$ cat config.mk
export PLATFORM = sky130hd
export DESIGN_NAME = avalon_reg_responder
export DESIGN_NICKNAME = d
export VERILOG_FILES = /design/src/rtl/avalon_reg_responder.sv
export SDC_FILE = /design/constraint.sdc
export NUM_CORES = 1
export LEC_CHECK = 0
export BUFFER_PORTS_ARGS = -buffer_cell sky130_fd_sc_hd__buf_4
export CAP_MARGIN = 40
export CELL_PAD_IN_SITES_DETAIL_PLACEMENT = 0
export CELL_PAD_IN_SITES_GLOBAL_PLACEMENT = 2
export CORE_ASPECT_RATIO = 1.1
export CORE_MARGIN = 4
export CORE_UTILIZATION = 35
export CTS_CLUSTER_DIAMETER = 80
export DETAILED_ROUTE_END_ITERATION = 7
export GPL_TIMING_DRIVEN = 0
export PLACE_DENSITY = 0.87
export SETUP_SLACK_MARGIN = 0.02
export SYNTH_ARGS = -nofsm -noshare
export SYNTH_HDL_FRONTEND = slang
export SYNTH_SLANG_ARGS = --single-unit
$ cat constraint.sdc
create_clock -name clk -period 2.8 [get_ports clk]
set_clock_uncertainty 0.2 [all_clocks]
set_input_delay 0.28 -clock clk [delete_from_list [all_inputs] [get_ports clk]]
set_output_delay 0.28 -clock clk [all_outputs]
set_load 0.02 [all_outputs]
$ cat src/rtl/avalon_reg_responder.sv
`default_nettype none
// ============================================================================
// Module   : avalon_reg_responder
// Purpose  : Avalon-MM register responder with fixed waitrequest stretching.
// Revision : 1.0 - initial release
// ============================================================================
module avalon_reg_responder #(
    parameter int         WAIT_CYCLES = 3,
    parameter logic [7:0] VERSION     = 8'hA5,
    parameter logic [7:0] RST_VAL     = 8'h00
) (
    input  logic       clk,
    input  logic       reset,
    input  logic [7:0] address,
    input  logic       Write,
    input  logic       read,
    input  logic [7:0] writedata,
    output logic       waitrequest,
    output logic [7:0] readdata
);

    localparam logic [0:0] c_ST_IDLE  = 1'b0;
    localparam logic [0:0] c_ST_BUSY  = 1'b1;
    localparam logic [3:0] c_CNT_INIT = 4'(WAIT_CYCLES - 1);

    logic [0:0] r_state;
    logic [0:0] w_next_state;
    logic [3:0] r_cnt;
    logic [7:0] r_addr;
    logic [7:0] r_wdata;
    logic       r_is_write;
    logic [7:0] r_regs [0:5];
    logic [7:0] r_readdata;

    logic       w_accept;
    logic       w_done;
    logic       w_busy;
    logic       w_hit;
    logic [2:0] w_idx;
    logic [7:0] w_rd_val;

    // State register
    always_ff @(posedge clk) begin
        if (!reset) begin
            r_state <= c_ST_IDLE;
        end else begin
            r_state <= w_next_state;
        end
    end

    // Next-state logic
    always_comb begin
        w_next_state = r_state;
        case (r_state)
            c_ST_IDLE: if (read || Write) w_next_state = c_ST_BUSY;
            c_ST_BUSY: if (r_cnt == 4'd0) w_next_state = c_ST_IDLE;
            default:   w_next_state = c_ST_IDLE;
        endcase
    end

    // Output / control decode
    always_comb begin
        w_busy   = (r_state == c_ST_BUSY);
        w_accept = (r_state == c_ST_IDLE) && (read || Write);
        w_done   = w_busy && (r_cnt == 4'd0);
    end

    // Address 6 folds into slot 5 since address 5 is the version constant
    always_comb begin
        w_hit = 1'b0;
        w_idx = 3'd0;
        case (r_addr)
            8'd0, 8'd1, 8'd2, 8'd3, 8'd4: begin
                w_hit = 1'b1;
                w_idx = r_addr[2:0];
            end
            8'd6: begin
                w_hit = 1'b1;
                w_idx = 3'd5;
            end
            default: begin
                w_hit = 1'b0;
                w_idx = 3'd0;
            end
        endcase
    end

    always_comb begin
        w_rd_val = 8'h00;
        if (r_addr == 8'd5) begin
            w_rd_val = VERSION;
        end else if (w_hit) begin
            w_rd_val = r_regs[w_idx];
        end
    end

    // Command capture and wait counter
    always_ff @(posedge clk) begin
        if (!reset) begin
            r_cnt      <= 4'd0;
            r_addr     <= 8'h00;
            r_wdata    <= 8'h00;
            r_is_write <= 1'b0;
        end else if (w_accept) begin
            r_cnt      <= c_CNT_INIT;
            r_addr     <= address;
            r_wdata    <= writedata;
            r_is_write <= Write;
        end else if (w_busy && (r_cnt != 4'd0)) begin
            r_cnt <= r_cnt - 4'd1;
        end
    end

    // Commit on the edge that ends the wait window
    always_ff @(posedge clk) begin
        if (!reset) begin
            for (int i = 0; i < 6; i++) begin
                r_regs[i] <= RST_VAL;
            end
            r_readdata <= 8'h00;
        end else if (w_done) begin
            if (r_is_write) begin
                if (w_hit) begin
                    r_regs[w_idx] <= r_wdata;
                end
            end else begin
                r_readdata <= w_rd_val;
            end
        end
    end

    assign waitrequest = w_busy;
    assign readdata    = r_readdata;

endmodule
`default_nettype wire

* Word-level counts from Yosys, hierarchy flattened
Memory sizes are Yosys's and may differ from the RTL's.
Cells that the tools add are included.
W data, S select, Z words.
** Operators by class
- Eq/ne operators :: 6
- Add/subtract/negate cells :: 1
- Bitwise operators :: 3
- Muxes and demuxes :: 18
- Reductions and logical operators :: 13
** Operator list (count)
- $eq A8 B3 Y1 const B :: 3
- $mux W8 :: 3
- $eq A8 B2 Y1 const B :: 2
- $mux W1 :: 10
- $eq A8 B1 Y1 const B :: 1
- $logic_not A8 Y1 :: 1
- $reduce_or A8 Y1 :: 1
- $pmux W3 S2 :: 1
- $reduce_or A6 Y1 :: 1
- $reduce_or A5 Y1 :: 1
- $logic_not A4 Y1 :: 1
- $mux W2 :: 2
- $reduce_bool A4 Y1 :: 1
- $sub A4 B1 Y4 const B :: 1
- $logic_and A1 B1 Y1 :: 3
- $mux W3 :: 1
- $not A1 Y1 :: 3
- $pmux W1 S2 :: 1
- $reduce_and A2 Y1 :: 1
- $reduce_bool A2 Y1 :: 1
- $reduce_or A2 Y1 :: 1
- $logic_or A1 B1 Y1 :: 1
** Word-level totals
- Register bits :: 30
- Memories :: 1
- Memory bits (writable) :: 48
- Logic and storage cells :: 49
- Output and inout bits :: 9
- Input port bits :: 20
** Memories
- r_regs :: words 6, width 8, read ports 1, clocked after memory_dff 0, write ports 6, line 32 : logic [7:0] r_regs [0:5];

* Logic depth before layout (Yosys ltp)
- Word-level depth :: 10
- Mapped depth :: 8
- Gate-level depth less buffers :: 6

* Worst setup path before layout
OpenSTA, ideal clock, no wires.
- Path kind :: reg2reg
- Start point :: reg r_addr[7]
- End point :: mem r_regs[4][0], enable pin
- Setup time :: 374 ps
- Required time :: 2226 ps
- Period minus slack after synthesis :: 2627 ps
- Cell stages (with the launch flop) :: 6
- Setup slack :: 173 ps
- Arrival :: 2053 ps
- Path buffers :: 1
- Cell sequence :: dfxtp_1 or4_4 nor4b_4 buf_8 nand2_1 o21ai_1
** RTL lines
- start, declared :: line 29 : logic [7:0] r_addr;
- start signal, assigned :: line 106 : r_addr <= address;
- end, declared :: line 32

==> reports/results.txt <==
Max Root-Sink Buffers -> 2
Synth area leaders -> edfxtp_1 (39%), dfxtp_1 (16%), nor2_1 (5.2%)
Nets -> 417
Std cell rows -> 39
Leak pwr -> 1.63 nW
Post-route DRC violation count -> 0
WS Path Type -> reg2reg
Total Power -> 0.00274 W
Top cell type's share of synthesized area -> 39.1%
Cell area after technology mapping -> 3690 µm²
Max cap viols -> 0
Fraction of layout cells with a size suffix above 1 -> 17.8%
Peak VDD IR -> 0.000222 V
Critical Path AT -> 2.38 ns
H-tree depth -> 3
Unique masters post-synth -> 48
Register area -> 2040 µm²
# clock sinks -> 78
Dominant cell type by area after synthesis -> edfxtp_1
Seq cells post-synth -> 78
Measured slew at the worst slew-check pin -> 0.641 ns
Via count -> 2706
Max Freq -> 388 MHz
Largest net degree at the start of global routing -> 13
Power per standard cell area -> 618 nW/µm²
Slew margin rel. -> 57.1%
CP endpoint kind -> register
Syn_area_per_cell -> 10.5 µm²
RePlAce Congestion -> 0.760
Antenna-violating nets left -> 0
Clock slew at reported path FFs -> 0.06 ns
Post-synth EDFFs -> 48
Final worst-path cycle share -> 92.2%
# port buffers -> 27
RSZ-0062 raised after global routing -> no
Die area -> 12300 µm²
CP Data Required Time -> 2.60 ns
Area delta synth->final -> 20.3%
Initial core utilization -> 35.7%
Initial antenna violation count -> 0
GRT overflow -> 0
Final Max Tran Viols -> 0
Outcome -> finished clean
Commonest cells in the netlist -> nor2_1 (51), nand2_1 (50), edfxtp_1 (48)
Seq/Total Area, Yosys -> 55.3%
DR WL/cell -> 15.6 µm
Routed wire length -> 8490 µm
Die width -> 106 µm
Core area -> 10300 µm²
Ports -> 29
Multi-input gate area -> 1520 µm²
Num CTS Buffers -> 9
Syn Inst Count -> 351
Synth Net Count -> 373
GRT Total Usage -> 14.9%
Cells after DPL -> 522
Initial DRC count -> 168
Setup TNS -> 0 ns
Final Hold Fails -> 0
Vert. Die Dim -> 116 µm
CP Max Fanout -> 9
Yosys warns -> 0
CP startpoint kind -> register
DPL Wire Length -> 6440 µm
Most frequent cell after synthesis -> nor2_1
Antenna cells -> 0
Fillers -> 1054
CTS tree -> built
Global-route wire length before repair -> 14000 µm
Vias per cell -> 4.98
CTS Root Cell -> clkbuf_16
Min-delay worst type -> in2reg
Post-Layout Cell Count -> 543
Setup Viol. Count Final -> 0
Crit path time final -> 2.58 ns
First drt pass iteration count -> 4
Vias in the first global route -> 2715
Asr flop ratio synth -> 0%
Main flop type after synthesis -> edfxtp_1
Clk Latency, worst-skew pair -> 0.33 ns
final cells by class:
type / count / area share, %
flip-flops and latches: 78 / 46.0
multi-input cells: 236 / 34.1
clock buffers: 13 / 6.11
repair buffers: 33 / 5.97
well taps: 143 / 4.03
plain buffers: 23 / 2.25
inverters: 14 / 1.18
clock inverters: 3 / 0.338
kinds of logic (layout without fill, tap and decap cells):
kind of cell    after synthesis  count (layout)  synth area share (%)
buf+inv                      37              86                  4.14
fa+ha+maj                     2               2                 0.678
simple gates                151             151                  22.7
flops                        78              78                  55.3
xor+xnor                      3               3                 0.712
compound gates               80              80                  16.5
path summary, 6_finish.rpt:
path	to	cells after the start	startpoint	slack (ns)
setup / recovery	r_regs[3][2]	8	r_cnt[0]	0.22
hold / removal	r_addr[3]	3	address[3]	0.009
setup reg to reg	r_regs[3][2]	8	r_cnt[0]	0.22
hold reg to reg	r_wdata[0]	2	r_wdata[0]	0.29
timing repair:
action | in CTS | in global routing
setup endpoints to repair | 16 | 40
resized for setup | 2 | 3
endpoints found under the hold margin | 4 | 0
hold buffers | 4 | 0
buffers inserted | 0 | 1
pin swaps | 0 | 1
report_power, final:
part | switching, W | total, W | internal (W) | leakage (nW)
sequential | 0.0000373 | 0.00131 | 0.00127 | 0.742
clock | 0.000431 | 0.00111 | 0.000675 | 0.143
combinational | 0.000203 | 0.000328 | 0.000125 | 0.744
stage by stage:
stage               hold slack (ns)  utilization, %  instance area (µm²)  setup slack [ns]
floorplan                     0.225               -                 3690             0.173
global placement              0.277            39.4                 4070            -0.136
detailed placement            0.282            39.5                 4090            -0.120
CTS                         0.00328            42.7                 4420            0.0250
global route                0.00908            42.9                 4440            0.0214
finish                      0.00853            42.9                 4440             0.220
layout by cell type, fill, tap and decap left out, drive strengths merged, types with 5 or more instances in the layout:
| master | Yosys | layout |
|---|---|---|
| a21oi | 5 | 5 |
| dfxtp | 30 | 30 |
| buf | 5 | 34 |
| a21boi | 22 | 22 |
| nand2 | 50 | 50 |
| nor4 | 5 | 5 |
| inv | 14 | 15 |
| clkbuf | 18 | 31 |
| edfxtp | 48 | 48 |
| nor2b | 7 | 7 |
| o21ai | 10 | 10 |
| nand3 | 17 | 17 |
| nor2 | 51 | 51 |
worst max-delay path: stages, from the launching register on:
cell,delay [ns]
dfxtp_1,0.33
inv_1,0.08
ha_1,0.18
nand4bb_1,0.11
clkbuf_1,0.22
nor4b_4,0.28
buf_4,0.20
nand4_2,0.25
nand2_1,0.39
metal layers:
layer | share of wire [%] | vias up | global-route usage, % | routed length, µm
li1 | - | 1359 | - | -
met1 | 43 | 1290 | 17.7 | 3670
met2 | 51 | 42 | 27.0 | 4370
met3 | 3.4 | 15 | 3.12 | 287
met4 | 2.0 | 0 | 5.53 | 168
met5 | 0 | - | 0 | 0
flip-flops by register name, summed over array words and instances, names as in the netlist:
register,cells
r_regs,48
r_addr,8
r_wdata,8
readdata,8
r_cnt,4
r_is_write,1
waitrequest,1
(Power assumes the default switching activity.)
